**config.mk**
```make
export PLATFORM = sky130hd
export DESIGN_NAME = ikaopm_acc_sched
export DESIGN_NICKNAME = d
export VERILOG_FILES = /design/src/rtl/ikaopm_pkg.sv /design/src/rtl/ikaopm_acc_pairbuf.sv /design/src/rtl/ikaopm_acc_sched.sv
export SDC_FILE = /design/constraint.sdc
export NUM_CORES = 1
export LEC_CHECK = 0
export BUFFER_PORTS_ARGS = -buffer_cell sky130_fd_sc_hd__buf_2
export CELL_PAD_IN_SITES_DETAIL_PLACEMENT = 2
export CELL_PAD_IN_SITES_GLOBAL_PLACEMENT = 2
export CORE_ASPECT_RATIO = 1.4
export CORE_MARGIN = 10
export CORE_UTILIZATION = 31
export DETAILED_ROUTE_END_ITERATION = 16
export PLACE_DENSITY_LB_ADDON = 0.12
export SETUP_SLACK_MARGIN = 0.05
export SLEW_MARGIN = 20
export SYNTH_ARGS = -nofsm -noshare
export SYNTH_HDL_FRONTEND = slang
export SYNTH_SLANG_ARGS = --single-unit
```
**constraint.sdc**
```tcl
create_clock -name i_EMUCLK -period 6.2 [get_ports i_EMUCLK]
set_input_delay 0.93 -clock i_EMUCLK [delete_from_list [all_inputs] [get_ports i_EMUCLK]]
set_output_delay 0.93 -clock i_EMUCLK [all_outputs]
set_load 0.02 [all_outputs]
```
**src/rtl/ikaopm_pkg.sv**
```systemverilog
// ikaopm_pkg
//   Shared definitions for the accumulator scheduling slice:
//   - lock_state_t : frame-lock FSM states
//   - CYC_*        : master-cycle numbers decoded into accumulator strobes
//   - sample_t     : signed 16-bit accumulator sample
package ikaopm_pkg;

  typedef enum logic [1:0] {
    ST_UNLOCKED,
    ST_ACQUIRE,
    ST_LOCKED
  } lock_state_t;

  typedef logic [4:0] cyc_t;

  localparam cyc_t CYC_00 = 5'd0;
  localparam cyc_t CYC_01 = 5'd1;
  localparam cyc_t CYC_06 = 5'd6;
  localparam cyc_t CYC_12 = 5'd12;
  localparam cyc_t CYC_16 = 5'd16;
  localparam cyc_t CYC_22 = 5'd22;
  localparam cyc_t CYC_29 = 5'd29;
  localparam cyc_t CYC_31 = 5'd31;

  typedef logic signed [15:0] sample_t;

endpackage

```
**src/rtl/ikaopm_acc_pairbuf.sv**
```systemverilog
// ikaopm_acc_pairbuf
//   Joins the accumulator's separate right/left sample strobes into R/L
//   pairs and offers them on a one-deep valid/ready output register.
//   Runs on every i_EMUCLK edge (not phi1-enable gated).
// Ports:
//   i_EMUCLK, i_MRST                 : clock, synchronous active-high reset
//   i_EMU_R_SAMPLE / i_EMU_R         : right sample strobe and value
//   i_EMU_L_SAMPLE / i_EMU_L         : left sample strobe and value (closes a pair)
//   o_PAIR_VALID / i_PAIR_READY      : output handshake
//   o_PAIR_R / o_PAIR_L              : held pair
//   o_OVERRUN / i_OVR_CLR            : sticky dropped-pair flag and its clear
module ikaopm_acc_pairbuf
  import ikaopm_pkg::*;
(
  input  logic    i_EMUCLK,
  input  logic    i_MRST,
  input  logic    i_EMU_R_SAMPLE,
  input  logic    i_EMU_L_SAMPLE,
  input  sample_t i_EMU_R,
  input  sample_t i_EMU_L,
  output logic    o_PAIR_VALID,
  input  logic    i_PAIR_READY,
  output sample_t o_PAIR_R,
  output sample_t o_PAIR_L,
  output logic    o_OVERRUN,
  input  logic    i_OVR_CLR
);

  sample_t r_hold_q, r_hold_d;
  logic    r_have_q, r_have_d;
  logic    valid_q,  valid_d;
  sample_t pair_r_q, pair_r_d;
  sample_t pair_l_q, pair_l_d;
  logic    ovr_q,    ovr_d;

  logic    pair_form;
  logic    pop;
  logic    accept;
  logic    drop;
  sample_t form_r;

  always_comb begin
    // A right strobe on the same edge as the left one takes effect first,
    // so the pair is built from the fresh right value.
    form_r    = i_EMU_R_SAMPLE ? i_EMU_R : r_hold_q;
    pair_form = i_EMU_L_SAMPLE & (r_have_q | i_EMU_R_SAMPLE);
    pop       = valid_q & i_PAIR_READY;
    accept    = pair_form & (~valid_q | pop);
    drop      = pair_form & valid_q & ~i_PAIR_READY;

    r_hold_d  = i_EMU_R_SAMPLE ? i_EMU_R : r_hold_q;
    r_have_d  = r_have_q;
    if (pair_form) begin
      r_have_d = 1'b0;
    end else if (i_EMU_R_SAMPLE) begin
      r_have_d = 1'b1;
    end

    valid_d  = valid_q;
    pair_r_d = pair_r_q;
    pair_l_d = pair_l_q;
    if (accept) begin
      valid_d  = 1'b1;
      pair_r_d = form_r;
      pair_l_d = i_EMU_L;
    end else if (pop) begin
      valid_d  = 1'b0;
    end

    // Set has priority over clear.
    ovr_d = drop | (ovr_q & ~i_OVR_CLR);
  end

  always_ff @(posedge i_EMUCLK) begin
    if (i_MRST) begin
      r_hold_q <= '0;
      r_have_q <= 1'b0;
      valid_q  <= 1'b0;
      pair_r_q <= '0;
      pair_l_q <= '0;
      ovr_q    <= 1'b0;
    end else begin
      r_hold_q <= r_hold_d;
      r_have_q <= r_have_d;
      valid_q  <= valid_d;
      pair_r_q <= pair_r_d;
      pair_l_q <= pair_l_d;
      ovr_q    <= ovr_d;
    end
  end

  assign o_PAIR_VALID = valid_q;
  assign o_PAIR_R     = pair_r_q;
  assign o_PAIR_L     = pair_l_q;
  assign o_OVERRUN    = ovr_q;

endmodule

```
**src/rtl/ikaopm_acc_sched.sv**
```systemverilog
// ikaopm_acc_sched
//   Accumulator scheduler: tracks the 32-cycle master frame from SYNC,
//   locks onto it after LOCK_COUNT consecutive aligned SYNCs, decodes
//   the accumulator timing strobes, gates the operator add request with
//   a frame-synchronous mute, and pairs the accumulator R/L outputs.
// Ports:
//   i_EMUCLK, i_MRST        : master clock, synchronous active-high reset
//   i_phi1_NCEN_n           : active-low enable, one per master cycle
//   i_SYNC                  : frame marker (master cycle 0)
//   i_OP_SNDADD, i_MUTE     : raw add request, mute request
//   o_CYCLE_*               : timing strobes, valid only while locked
//   o_ACC_SNDADD, o_LOCKED  : gated add enable, lock status
//   i_EMU_*                 : accumulator sample strobes and values
//   o_PAIR_*, i_PAIR_READY  : paired sample stream
//   o_OVERRUN, i_OVR_CLR    : sticky dropped-pair flag and clear
module ikaopm_acc_sched
  import ikaopm_pkg::*;
#(
  parameter int unsigned LOCK_COUNT = 2
) (
  input  logic    i_EMUCLK,
  input  logic    i_MRST,
  input  logic    i_phi1_NCEN_n,
  input  logic    i_SYNC,
  input  logic    i_OP_SNDADD,
  input  logic    i_MUTE,
  output logic    o_CYCLE_12,
  output logic    o_CYCLE_29,
  output logic    o_CYCLE_00_16,
  output logic    o_CYCLE_06_22,
  output logic    o_CYCLE_01_TO_16,
  output logic    o_ACC_SNDADD,
  output logic    o_LOCKED,
  input  logic    i_EMU_R_SAMPLE,
  input  logic    i_EMU_L_SAMPLE,
  input  sample_t i_EMU_R,
  input  sample_t i_EMU_L,
  output logic    o_PAIR_VALID,
  input  logic    i_PAIR_READY,
  output sample_t o_PAIR_R,
  output sample_t o_PAIR_L,
  output logic    o_OVERRUN,
  input  logic    i_OVR_CLR
);

  localparam int unsigned MW = (LOCK_COUNT < 2) ? 1 : $clog2(LOCK_COUNT + 1);
  localparam logic [MW-1:0] MATCH_TARGET = MW'(LOCK_COUNT);

  lock_state_t   state_q, state_d;
  cyc_t          cyc_q,   cyc_d;
  logic [MW-1:0] match_q, match_d;
  logic          mute_q,  mute_d;

  logic          en;
  logic          at_zero;
  logic          aligned;
  logic          mismatch;
  logic [MW-1:0] match_inc;
  logic          locked;

  assign en        = ~i_phi1_NCEN_n;
  assign at_zero   = (cyc_q == CYC_00);
  assign aligned   = i_SYNC & at_zero;
  // Either SYNC off cycle 0, or cycle 0 without SYNC.
  assign mismatch  = i_SYNC ^ at_zero;
  assign match_inc = match_q + MW'(1);
  assign locked    = (state_q == ST_LOCKED);

  always_comb begin
    state_d = state_q;
    cyc_d   = cyc_q;
    match_d = match_q;
    mute_d  = mute_q;
    if (en) begin
      // In every state SYNC realigns the counter to cycle 1; an aligned
      // SYNC arrives at cycle 0, so this also equals the free-run step.
      cyc_d = i_SYNC ? CYC_01 : cyc_q + 5'd1;
      if (cyc_q == CYC_31) begin
        mute_d = i_MUTE;
      end
      case (state_q)
        ST_UNLOCKED: begin
          if (i_SYNC) begin
            state_d = ST_ACQUIRE;
            match_d = '0;
          end
        end
        ST_ACQUIRE: begin
          if (aligned) begin
            if (match_inc == MATCH_TARGET) begin
              state_d = ST_LOCKED;
              match_d = '0;
            end else begin
              match_d = match_inc;
            end
          end else if (mismatch) begin
            match_d = '0;
          end
        end
        ST_LOCKED: begin
          if (mismatch) begin
            state_d = ST_ACQUIRE;
            match_d = '0;
          end
        end
        default: begin
          state_d = ST_UNLOCKED;
          match_d = '0;
        end
      endcase
    end
  end

  always_ff @(posedge i_EMUCLK) begin
    if (i_MRST) begin
      state_q <= ST_UNLOCKED;
      cyc_q   <= CYC_00;
      match_q <= '0;
      mute_q  <= 1'b1;
    end else begin
      state_q <= state_d;
      cyc_q   <= cyc_d;
      match_q <= match_d;
      mute_q  <= mute_d;
    end
  end

  assign o_LOCKED         = locked;
  assign o_CYCLE_12       = locked & (cyc_q == CYC_12);
  assign o_CYCLE_29       = locked & (cyc_q == CYC_29);
  assign o_CYCLE_00_16    = locked & ((cyc_q == CYC_00) | (cyc_q == CYC_16));
  assign o_CYCLE_06_22    = locked & ((cyc_q == CYC_06) | (cyc_q == CYC_22));
  assign o_CYCLE_01_TO_16 = locked & (cyc_q >= CYC_01) & (cyc_q <= CYC_16);
  assign o_ACC_SNDADD     = i_OP_SNDADD & ~mute_q & locked;

  ikaopm_acc_pairbuf u_pairbuf (
    .i_EMUCLK       (i_EMUCLK),
    .i_MRST         (i_MRST),
    .i_EMU_R_SAMPLE (i_EMU_R_SAMPLE),
    .i_EMU_L_SAMPLE (i_EMU_L_SAMPLE),
    .i_EMU_R        (i_EMU_R),
    .i_EMU_L        (i_EMU_L),
    .o_PAIR_VALID   (o_PAIR_VALID),
    .i_PAIR_READY   (i_PAIR_READY),
    .o_PAIR_R       (o_PAIR_R),
    .o_PAIR_L       (o_PAIR_L),
    .o_OVERRUN      (o_OVERRUN),
    .i_OVR_CLR      (i_OVR_CLR)
  );

endmodule

```
### Word-level counts from Yosys, hierarchy flattened

Index checks and enable logic that the tools add are counted.

| word-level totals | value |
|---|---|
| output and inout bits | 41 |
| flip-flop bits (word level) | 61 |
| input port bits | 42 |
| word-level logic and storage cells | 74 |

| cells by class | value |
|---|---|
| bitwise logic cells | 26 |
| add/sub/neg operators | 2 |
| reductions and logical operators | 7 |
| mux-type cells | 14 |
| $lt $le $gt $ge | 2 |
| eq/ne operators | 13 |

Operators by type and width:

| operator | count |
|---|---|
| $eq 5x5->1 const B | 4 |
| $mux 16 | 1 |
| $mux 2 | 8 |
| $and 1x1->1 | 15 |
| $pmux 2 s3 | 2 |
| $ne 2x2->1 const B | 4 |
| $add 5x1->5 const B | 1 |
| $eq 5x3->1 const B | 1 |
| $eq 5x4->1 const B | 1 |
| $ge 5x1->1 const B | 1 |
| $le 5x5->1 const B | 1 |
| $logic_not 5->1 | 1 |
| $mux 5 | 1 |
| $not 1->1 | 5 |
| $or 1x1->1 | 5 |
| $reduce_and 5->1 | 1 |
| $eq 2x2->1 const B | 2 |
| $reduce_and 2->1 | 2 |
| $add 2x1->2 const B | 1 |
| $eq 2x1->1 const B | 1 |
| $logic_not 2->1 | 1 |
| $mux 1 | 2 |
| $reduce_bool 2->1 | 1 |
| $reduce_or 2->1 | 1 |
| $xor 1x1->1 | 1 |

### Logic depth before layout (Yosys ltp)

Gate-level depths: netlist of run 1.

| logic depth | value |
|---|---|
| word-level depth | 5 |
| gate-level depth with buffers | 8 |
| depth with buffers taken out | 8 |

### Hierarchy

Synthesis of run 1 repeated with hierarchy kept, for this count alone.

| unflattened totals | value |
|---|---|
| cells, all modules | 270 |
| area, all modules | 2735.1 um2 |

Modules (own cells, without submodules):

| module | instances | sequential area each (um2) | area an instance (um2) | cells each |
|---|---|---|---|---|
| ikaopm_acc_pairbuf | 1 | 1021.0 | 2026.9 | 187 |
| ikaopm_acc_sched | 1 | 200.2 | 708.2 | 83 |

### Worst setup path after synthesis of run 1

OpenSTA, ideal clock, no wires.

| path | value |
|---|---|
| path kind | register -> output |
| start point | register state_q[0] |
| end point | output port o_CYCLE_12 |
| setup slack | 3.804 ns |
| stages on the path, launching flop included | 5 |
| arrival | 1.466 ns |
| required time | 5.270 ns |
| path buffers | 0 |
| cell sequence | dfxtp_1 > inv_1 > ha_1 > nand3_1 > nor3b_1 |

| between the ends | value |
|---|---|
| cells in the longest elaborated chain, start to end | 2 |

Ends and longest elaborated chain:

| what | line | RTL |
|---|---|---|
| start: declaration | ikaopm_acc_sched.sv:49 | `lock_state_t state_q, state_d;` |
| start signal: assignment | ikaopm_acc_sched.sv:121 | `state_q <= state_d;` |
| $eq 2x2->1 | ikaopm_acc_sched.sv:67 | `assign locked = (state_q == ST_LOCKED);` |
| via o_LOCKED | ikaopm_acc_sched.sv:33 | `output logic o_LOCKED,` |
| $and 1x1->1 | ikaopm_acc_sched.sv:129 | `assign o_CYCLE_12 = locked & (cyc_q == CYC_12);` |
| end: declaration | ikaopm_acc_sched.sv:27 | `output logic o_CYCLE_12,` |

The timed path passes the listed nets, and every way through them passes these cells.

### Worst setup path after layout of run 1

| path | value |
|---|---|
| start point | register state_q[0] |
| end point | output port o_CYCLE_12 |

| between the ends | value |
|---|---|
| cells in the longest elaborated chain, start to end | 2 |

Ends and longest elaborated chain:

| what | line |
|---|---|
| $eq 2x2->1 | ikaopm_acc_sched.sv:67 |
| $and 1x1->1 | ikaopm_acc_sched.sv:129 |

Every way passes these cells.

==> results of run 1 <==
## critical path, delay by kind of cell (launching register included)
family                     cells  cell delay, ns
and+or+nand+nor                2            0.38
buffers and inverters          2            0.31
DFF                            1            0.34
adders and majority gates      1            0.32
## cells in the final DEF (no fill, tap or decap), drive strengths merged
cell	instances
clkinvlp	1
mux2	1
a21oi	37
and2b	1
ha	11
nand2b	3
nor4	1
a311oi	2
and4b	1
and3	1
a2111oi	1
mux2i	18
nor2	31
o21a	1
a211o	1
o21ai	20
nand2	4
buf	85
nor3	4
nand3	19
clkbuf	11
dfxtp	61
o31a	1
nor2b	7
inv	7
bufinv	1
nor3b	2
clkinv	2
nand3b	2
a211oi	17
a31oi	1
a221oi	1
a22oi	1
nand4	1
## where the power goes
part	leakage, nW	switching [mW]	total [mW]	internal [mW]
Sequential	0.501	0.0134	0.429	0.416
Combinational	0.819	0.0857	0.139	0.0534
Clock	0.147	0.174	0.503	0.329
Total	1.47	0.274	1.07	0.798
## per-layer routing
metal / part of all wire, % / routed length [um]
met1: 43 / 3410
met3: 5.6 / 451
met4: 1.9 / 151
met5: 0 / 0
met2: 50 / 3990
## area by class of cell
cell class                      instances  area, um2
Sequential cell                        61       1220
Inverter                                7       26.3
Clock buffer                           11        253
Clock inverter                          4       47.5
Fill cell                             966       4840
Multi-Input combinational cell        190       1250
Timing Repair Buffer                   85        433
Tap cell                              102        128
## worst max path at each step
| stage | to | slack (ns) | start |
|---|---|---|---|
| after floorplan | o_CYCLE_12 | 3.80 | state_q[0]$_SDFFE_PP0P_ |
| after global placement | u_pairbuf.o_PAIR_R[2]$_SDFFE_PP0P_ | 3.59 | i_EMU_R_SAMPLE |
| after detailed placement | u_pairbuf.o_PAIR_R[10]$_SDFFE_PP0P_ | 3.55 | i_EMU_R_SAMPLE |
| after CTS | o_CYCLE_12 | 3.53 | state_q[0]$_SDFFE_PP0P_ |
| after global routing | o_CYCLE_12 | 3.48 | state_q[0]$_SDFFE_PP0P_ |
| final | o_CYCLE_12 | 3.60 | state_q[0]$_SDFFE_PP0P_ |
## Yosys cell counts, drive strengths merged (3+ instances only)
cell type / number
a211oi: 17
a21oi: 37
buf: 11
clkbuf: 10
dfxtp: 61
ha: 11
inv: 7
mux2i: 18
nand2: 4
nand2b: 3
nand3: 19
nor2: 31
nor2b: 7
nor3: 4
o21ai: 20
## sequential cells by signal, summed over array words and instances, names as in the netlist
| signal | flops |
|---|---|
| cyc_q | 5 |
| match_q | 2 |
| mute_q | 1 |
| state_q | 2 |
| u_pairbuf.o_OVERRUN | 1 |
| u_pairbuf.o_PAIR_L | 16 |
| u_pairbuf.o_PAIR_R | 16 |
| u_pairbuf.o_PAIR_VALID | 1 |
| u_pairbuf.r_have_q | 1 |
| u_pairbuf.r_hold_q | 16 |
## cells by family after synthesis
| logic type | after synthesis | synth area share (%) |
|---|---|---|
| adders and majority gates | 11 | 5.29 |
| DFF | 61 | 46.9 |
| buffers and inverters | 28 | 5.15 |
| muxes | 19 | 7.50 |
| and+or+nand+nor | 77 | 14.8 |
| AOI/OAI and AO/OA | 83 | 20.3 |
==> results.sh, run 1 <==
export IMPL_status="complete, no violations"
export IMPL_tightest_slew_ns=0.725
export IMPL_final_cells=460
export IMPL_initial_core_util_pct=31.7
export IMPL_postCtsSetupRepairBufs=0
export IMPL_synth_seq_cells=61
export IMPL_r2r_end="state_q[0]$_SDFFE_PP0P_"
export IMPL_hold_path_class="register to register"
export IMPL_avgViaCountPerCell=5.14
export IMPL_synth_edff_count=0
export IMPL_dp_hpwl_mm=5.60
export IMPL_rows=39
export IMPL_startpoint_type="register"
export IMPL_cts_tree="done"
export IMPL_utilization_pct=40.9
export IMPL_synth_top_area_cell="dfxtp_1"
export IMPL_critPathMaxStageDelay_ns=0.34
export IMPL_synth_area_leaders="dfxtp_1 (47%), a21oi_1 (7.1%), mux2i_1 (6.9%), ha_1 (5.3%), a211oi_1 (4.3%)"
export IMPL_clock_tree_buffer_depth=2
export IMPL_globalRoute_busiestLayer="met2"
export IMPL_fin_ws_ns=3.60
export IMPL_syn_to_final_growth_pct=29.0
export IMPL_grt_pass1_vias=2628
export IMPL_timing_slew_headroom_pct=51.6
export IMPL_wl_per_cell_um=17.4
export IMPL_ios=83
export IMPL_timing_max_cap_violations=0
export IMPL_antenna_cells=0
export IMPL_gr_total_overflow=0
export IMPL_clock_latency_ns=0.33
export IMPL_cts_sinks=61
export IMPL_hold_violations=0
export IMPL_cts_buffers=9
export IMPL_cts_hold_buf=0
export IMPL_syn_area_um2=2600
export IMPL_rsz0062_at_grt="false"
export IMPL_grt_max_degree=64
export IMPL_synth_area_per_cell_um2=9.32
export IMPL_finClkSkew_ns=0.00493
export IMPL_p_per_area_nw_per_um2=319
export IMPL_yosysWarnings=0
export IMPL_io_buffers=82
export IMPL_crit_fanout=8
export IMPL_syn_nets=332
export IMPL_path_cells="inv_1 -> ha_1 -> nand3_1 -> nor3b_1 -> buf_2"
export IMPL_hold_start="match_q[1]$_SDFFE_PP0P_"
export IMPL_required_ns=5.27
export IMPL_finalSetupTns_ns=0
export IMPL_arrival_ns=1.67
export IMPL_core_area_um2=8200
export IMPL_fmax_mhz=384
export IMPL_end_kind="primary output"
export IMPL_drcViolationCount=0
export IMPL_drive_gt1_share_pct=30.7
export IMPL_r2r_setup_slack_ns=4.06
export IMPL_p_leak_nw=1.47
export IMPL_setup_violations=0
export IMPL_die_h_um=128
export IMPL_rr_startpoint="cyc_q[0]$_SDFFE_PP0N_"
export IMPL_slew_viol_final=0
export IMPL_synth_cells=279
export IMPL_totalWireLength_mm=8.00
export IMPL_dpl_cell_area_um2=3050
export IMPL_cts_resized=0
export IMPL_worst_path_max_delay_cell="dfxtp_1"
export IMPL_grt_pass1_wl_mm=13.2
export IMPL_met3_usage_pct=4.34
export IMPL_clkTransAtPathRegs_ns=0.05
export IMPL_grt_use_met2_pct=22.1
export IMPL_r2r_cells=8
export IMPL_cts_root_buf="clkbuf_16"
export IMPL_die_w_um=97.4
export IMPL_grt_use_met1_pct=14.2
export IMPL_grt_total_usage_pct=12.9
export IMPL_antenna_found_initial=0
export IMPL_worst_hold_slack_ns=0.432
export IMPL_final_antenna_net_count=0
export IMPL_min_delay_path_depth=2
export IMPL_crit_type="register to primary output"
export IMPL_vdd_drop_max_v=0.000161
export IMPL_holdPathEnd="match_q[1]$_SDFFE_PP0P_"
export IMPL_htreeDepth=3
export IMPL_synth_top_area_share_pct=46.9
export IMPL_finalInstanceArea_um2=3350
export IMPL_period_share_pct=42.0
export IMPL_synthArstFlopShare_pct=0
export IMPL_first_pass_iters=4
export IMPL_place_ws_ns=3.55
export IMPL_power_mw=1.07
export IMPL_synthFlopType="dfxtp_1"
export IMPL_ys_types=40
export IMPL_place_congestion=0.696
export IMPL_synth_seq_area_share_pct=46.9
export IMPL_dieArea_um2=12500
export IMPL_nNetsFinal=407
export IMPL_drt_iter0_drc=77
export IMPL_fin_crit_ns=2.60
export IMPL_post_place_cells=445
export IMPL_vias=2363
Power figures use the tool's default switching activity.
==> run 2: changes to the inputs <==
- ABC_AREA: not set -> 1
- CORE_UTILIZATION: 31 -> 28
- clock period: 6.2 -> 2.51 ns (I/O delays scaled with it)
==> run 2 against run 1 <==
Against the previous run: core utilization shrank 4.3 points; area after synthesis grew 5.2%; largest power group unchanged; critical path depth is the same; wire length grew 11%.
==> results.sh, run 2 <==
export IMPL_timing_slew_headroom_pct=64.9
export IMPL_synth_top_family_by_area="simple AND/OR/NAND/NOR gates"
export IMPL_first_pass_iters=4
export IMPL_synth_mux_area_share_pct=0
export IMPL_rr_startpoint="cyc_q[0]$_SDFFE_PP0N_"
export IMPL_clock_latency_ns=0.33
export IMPL_syn_nets=418
export IMPL_syn_area_um2=2740
export IMPL_cts_root_buf="clkbuf_16"
export IMPL_hold_path_class="primary input to register"
export IMPL_dieArea_um2=14200
export IMPL_synth_seq_area_share_pct=44.6
export IMPL_dp_hpwl_mm=6.48
export IMPL_cts_sinks=61
export IMPL_drt_iter0_drc=62
export IMPL_required_ns=2.13
export IMPL_fmax_mhz=487
export IMPL_final_common_cell="buf_2"
export IMPL_wl_per_cell_um=15.3
export IMPL_slew_viol_final=0
export IMPL_combPwrFrac_pct=14.4
export IMPL_clkTransAtPathRegs_ns=0.05
export IMPL_final_cells=578
export IMPL_antenna_cells=0
export IMPL_cts_buffers=9
export IMPL_synth_cells=365
export IMPL_setup_violations=0
export IMPL_nNetsFinal=495
export IMPL_power_internal_mw=1.90
export IMPL_antenna_found_initial=0
export IMPL_arrival_ns=1.68
export IMPL_fillers=1177
export IMPL_yosysWarnings=0
export IMPL_synthArstFlopShare_pct=0
export IMPL_totalWireLength_mm=8.86
export IMPL_synth_seq_cells=61
export IMPL_syn_to_final_growth_pct=27.3
export IMPL_yosysMostFrequentCell="nand2_1"
export IMPL_seqPwrFrac_pct=40.9
export IMPL_rows=42
export IMPL_ios=83
export IMPL_wl_met3_um=354
export IMPL_top_layer_used="met4"
export IMPL_gr_total_overflow=0
export IMPL_core_area_um2=9510
export IMPL_initial_core_util_pct=28.8
export IMPL_status="complete, no violations"
export IMPL_hold_violations=0
export IMPL_die_h_um=137
export IMPL_postCtsSetupRepairBufs=0
export IMPL_crit_start="state_q[0]$_SDFFE_PP0P_"
export IMPL_finClkSkew_ns=0.00457
export IMPL_p_sw_mw=0.684
export IMPL_startpoint_type="register"
export IMPL_avgViaCountPerCell=4.57
export IMPL_grt_pass1_vias=2945
export IMPL_crit_type="register to primary output"
export IMPL_r2r_setup_slack_ns=0.64
export IMPL_cp_endpoint="o_CYCLE_29"
export IMPL_place_congestion=0.753
export IMPL_io_buffers=82
export IMPL_end_kind="primary output"
export IMPL_wl_met1_mm=3.58
export IMPL_synth_area_leaders="dfxtp_1 (45%), nand2_1 (11%), a21oi_1 (7.7%), inv_1 (6.9%), nand3_1 (6.6%)"
export IMPL_vias=2641
export IMPL_cts_hold_buf=0
export IMPL_rsz0062_at_grt="false"
export IMPL_grt_total_usage_pct=13.0
export IMPL_layout_common_cells="buf_2 (82), nand2_1 (77), dfxtp_1 (61)"
export IMPL_synth_edff_count=0
export IMPL_vdd_drop_max_v=0.000375
export IMPL_synth_compound_area_share_pct=12.6
export IMPL_period_share_pct=81.9
export IMPL_p_per_area_nw_per_um2=741
export IMPL_synth_xor_area_share_pct=0.320
export IMPL_synthFlopType="dfxtp_1"
export IMPL_synth_top_area_cell="dfxtp_1"
export IMPL_drcViolationCount=0
export IMPL_r2r_end="state_q[0]$_SDFFE_PP0P_"
export IMPL_cts_tree="done"
export IMPL_post_place_cells=563
export IMPL_p_leak_nw=1.70
export IMPL_final_antenna_net_count=0
export IMPL_synthAdderAreaFrac_pct=5.03
export IMPL_crit_fanout=6
export IMPL_met2_wirelength_mm=4.78
export IMPL_synth_top_area_share_pct=44.6
export IMPL_drive_gt1_share_pct=22.9
export IMPL_htreeDepth=3
export IMPL_synth_simple_area_share_pct=25.7
export IMPL_clock_tree_buffer_depth=2
export IMPL_finalSetupTns_ns=0
export IMPL_cts_resized=0
export IMPL_grt_pass1_wl_mm=14.8
export IMPL_r2r_cells=11
export IMPL_swShare_pct=26.5
export IMPL_ys_top_cells_by_count="nand2_1 (77), dfxtp_1 (61), inv_1 (50), a21oi_1 (42)"
export IMPL_fin_crit_ns=2.05
export IMPL_tightest_slew_ns=0.527
export IMPL_die_w_um=104
export IMPL_ys_types=21
export IMPL_grt_max_degree=35
export IMPL_synth_area_per_cell_um2=7.50
export IMPL_p_clk_share_pct=44.6
export IMPL_timing_max_cap_violations=0
## run 2: changes by cell type in the layout (fill, tap and decap cells not counted), sizes merged, moves of 7 or more
cell    before  now
inv          7   51
nor2b        7    0
o21ai       20    3
mux2i       18    0
nor2        31   38
nand3       19   36
nand2        4   78
a211oi      17    0
o21a         1   16
## run 2: layout make-up
cell class,instances,area (um2),area share (%)
timing repair buffer,85,433,12.4
multi-input combinational,234,1200,34.3
inverter,51,191,5.49
clock buffer,14,274,7.86
tap,132,165,4.74
sequential,61,1220,35.0
clock inverter,1,5.00,0.144
## run 2: how the worst min path moves through the flow
stage / cells after the start / endpoint / startpoint / slack, ns
after floorplan: 2 / match_q[1]$_SDFFE_PP0P_ / match_q[1]$_SDFFE_PP0P_ / 0.43
final: 2 / u_pairbuf.r_have_q$_SDFFE_PP0P_ / i_EMU_L_SAMPLE / 0.26
after global placement: 2 / match_q[1]$_SDFFE_PP0P_ / match_q[1]$_SDFFE_PP0P_ / 0.44
after global routing: 2 / u_pairbuf.r_have_q$_SDFFE_PP0P_ / i_EMU_L_SAMPLE / 0.27
after detailed placement: 2 / match_q[1]$_SDFFE_PP0P_ / match_q[1]$_SDFFE_PP0P_ / 0.45
after CTS: 2 / u_pairbuf.r_have_q$_SDFFE_PP0P_ / i_EMU_L_SAMPLE / 0.24
## run 2: power groups by stage
| stage | logic, mW | registers [mW] | clock network, mW |
|---|---|---|---|
| global placement | 0.372 | 1.07 | 0 |
| finish | 0.373 | 1.06 | 1.15 |
| global route | 0.427 | 1.06 | 1.24 |
| floorplan | 0.224 | 1.11 | 0 |
| CTS | 0.386 | 1.06 | 1.19 |
| detailed placement | 0.384 | 1.08 | 0 |
## run 2: logic make-up (layout without fill, tap and decap cells)
family	after synthesis	in the layout
AO/OA/AOI/OAI	61	61
flip-flops	61	61
adder cells (fa/ha/maj)	11	11
AND/OR/NAND/NOR	161	161
XOR/XNOR	1	1
buffers and inverters	70	151
## run 2: per-layer routing
layer | GRT usage, % | up-vias
met5 | 0 | -
met4 | 5.42 | 0
met3 | 3.91 | 11
met2 | 24.1 | 49
met1 | 13.3 | 1281
li1 | - | 1300
## run 2: through the flow
step	area (um2)	worst slack [ns]	hold slack, ns	utilization (%)	power, mW
2_1_floorplan	2740	0.713	0.429	-	1.33
3_3_place_gp	3210	0.698	0.444	33.7	1.45
3_5_place_dp	3210	0.620	0.454	33.7	1.46
4_1_cts	3490	0.416	0.243	36.6	2.64
5_1_grt	3490	0.259	0.266	36.6	2.73
6_report	3490	0.456	0.257	36.6	2.58
## run 2: worst max-delay path, cell delays in order (launching register included)
cell     delay, ns
dfxtp_1       0.35
inv_1         0.12
ha_1          0.30
inv_1         0.17
nor3_1        0.22
buf_2         0.20
==> run 3: changes to the inputs <==
- clock period: 2.51 -> 1.9 ns (I/O delays scaled with it)
==> run 3 against run 2 <==
Against the previous run: total power rose by 34%; highest routed layer unchanged; clock power is 35% higher; critical endpoint is now o_CYCLE_01_TO_16; setup slack worse by 0.30 ns; largest cell class unchanged.
==> results.sh, run 3 (synthesis results as in run 2) <==
export IMPL_status="complete, no violations"
export IMPL_min_delay_path_depth=2
export IMPL_vias=2663
export IMPL_die_h_um=137
export IMPL_clock_tree_buffer_depth=2
export IMPL_avgViaCountPerCell=4.57
export IMPL_startpoint_type="register"
export IMPL_timing_max_cap_violations=0
export IMPL_antenna_cells=0
export IMPL_wl_per_cell_um=15.2
export IMPL_slew_viol_final=0
export IMPL_p_leak_nw=1.73
export IMPL_timing_slew_headroom_pct=60.7
export IMPL_p_per_area_nw_per_um2=975
export IMPL_post_place_cells=567
export IMPL_fmax_mhz=575
export IMPL_rr_startpoint="cyc_q[0]$_SDFFE_PP0N_"
export IMPL_first_pass_iters=4
export IMPL_io_buffers=82
export IMPL_grt_pass1_vias=2918
export IMPL_nNetsFinal=500
export IMPL_totalWireLength_mm=8.86
export IMPL_place_congestion=0.807
export IMPL_dp_hpwl_mm=6.45
export IMPL_dieArea_um2=14200
export IMPL_core_area_um2=9510
export IMPL_grt_total_usage_pct=12.7
export IMPL_setup_violations=0
export IMPL_r2r_cells=11
export IMPL_arrival_ns=1.46
export IMPL_rsz0062_at_grt="true"
export IMPL_hold_violations=0
export IMPL_vdd_drop_max_v=0.000490
export IMPL_clkTransAtPathRegs_ns=0.05
export IMPL_cts_sinks=61
export IMPL_grt_max_degree=55
export IMPL_final_antenna_net_count=0
export IMPL_htreeDepth=3
export IMPL_utilization_pct=37.3
export IMPL_antenna_found_initial=0
export IMPL_r2r_setup_slack_ns=0.16
export IMPL_die_w_um=104
export IMPL_crit_type="register to primary output"
export IMPL_required_ns=1.62
export IMPL_final_cells=583
export IMPL_crit_fanout=2
export IMPL_hold_path_class="primary input to register"
export IMPL_drt_iter0_drc=66
export IMPL_rows=42
export IMPL_syn_to_final_growth_pct=29.7
export IMPL_grt_pass1_wl_mm=14.6
export IMPL_end_kind="primary output"
export IMPL_finClkSkew_ns=0.00417
export IMPL_gr_total_overflow=0
export IMPL_initial_core_util_pct=28.8
export IMPL_r2r_end="state_q[0]$_SDFFE_PP0P_"
export IMPL_layout_common_cells="buf_2 (82), nand2_1 (75), dfxtp_1 (60)"
export IMPL_tightest_slew_ns=0.589
export IMPL_ios=83
export IMPL_period_share_pct=91.6
export IMPL_clock_latency_ns=0.32
export IMPL_fin_crit_ns=1.74
export IMPL_cts_buffers=9
export IMPL_holdPathEnd="u_pairbuf.r_have_q$_SDFFE_PP0P_"
export IMPL_final_common_cell="buf_2"
export IMPL_drive_gt1_share_pct=25.7
export IMPL_cts_tree="done"
export IMPL_drcViolationCount=0
export IMPL_hold_start="i_EMU_L_SAMPLE"
export IMPL_cts_root_buf="clkbuf_16"
export IMPL_fillers=1152
[run 3: cell types whose count changed in the layout (fill, tap and decap cells not counted), moves of 2 or more]
cell      previous run  this run
clkbuf_1             2         0
nand2_2              0         2
clkinv_2             1         5
clkbuf_8             3         0
buf_4                3         8
nand2_1             77        75
ha_1                11         9
[run 3: worst max-delay path, stage by stage, from the launching register on]
cell and delay, ns:
dfxtp_1 0.32, inv_1 0.06, ha_1 0.19, nor2_1 0.11, nand4_1 0.13, nand2_1 0.10, a21oi_1 0.04, buf_2 0.17
[run 3: worst max-delay path by stage]
stage,startpoint,endpoint,slack [ns],cells after the start
after CTS,cyc_q[0]$_SDFFE_PP0N_,state_q[1]$_SDFFE_PP0P_,0.08,11
final,cyc_q[1]$_SDFFE_PP0N_,o_CYCLE_01_TO_16,0.16,7
after global routing,cyc_q[0]$_SDFFE_PP0N_,state_q[0]$_SDFFE_PP0P_,-0.0002,11
after detailed placement,cyc_q[0]$_SDFFE_PP0N_,state_q[1]$_SDFFE_PP0P_,0.009,11
after floorplan,state_q[0]$_SDFFE_PP0P_,o_CYCLE_12,0.19,4
after global placement,cyc_q[0]$_SDFFE_PP0N_,state_q[1]$_SDFFE_PP0P_,0.12,11
[run 3: repair_timing]
action,CTS,global route
pin swaps,0,3
buffers inserted,0,1
hold buffers,0,0
resized for setup,3,7
setup endpoints to repair,6,5
[run 3: where the power goes]
part / leakage [nW] / switching [mW] / internal (mW)
clock network: 0.145 / 0.556 / 0.994
logic: 1.09 / 0.329 / 0.191
registers: 0.501 / 0.0399 / 1.35
total: 1.73 / 0.925 / 2.54
[run 3: through the flow]
step | setup WS (ns) | setup TNS [ns] | power, mW | cell area, um2 | hold WS [ns]
after floorplan | 0.194 | 0 | 1.76 | 2740 | 0.364
after global placement | 0.123 | 0 | 1.92 | 3240 | 0.444
after detailed placement | 0.00885 | 0 | 1.93 | 3240 | 0.450
after CTS | 0.0824 | 0 | 3.53 | 3530 | 0.154
after global routing | -0.000235 | -0.000235 | 3.68 | 3550 | 0.178
final | 0.160 | 0 | 3.46 | 3550 | 0.171
[run 3: layer usage]
layer / track usage [%] / vias to the layer above / part of all wire, %
li1: - / 1315 / -
met1: 13.5 / 1286 / 40
met2: 23.3 / 53 / 55
met3: 3.72 / 9 / 4.2
met4: 4.72 / 0 / 1.3
met5: 0 / - / 0
[run 3: layout make-up]
type / count / area (um2) / area share, %
well taps: 132 / 165 / 4.65
multi-input cells: 234 / 1220 / 34.3
flip-flops and latches: 61 / 1220 / 34.5
clock buffers: 9 / 225 / 6.34
clock inverters: 6 / 55.1 / 1.55
inverters: 51 / 191 / 5.39
repair buffers: 90 / 470 / 13.2
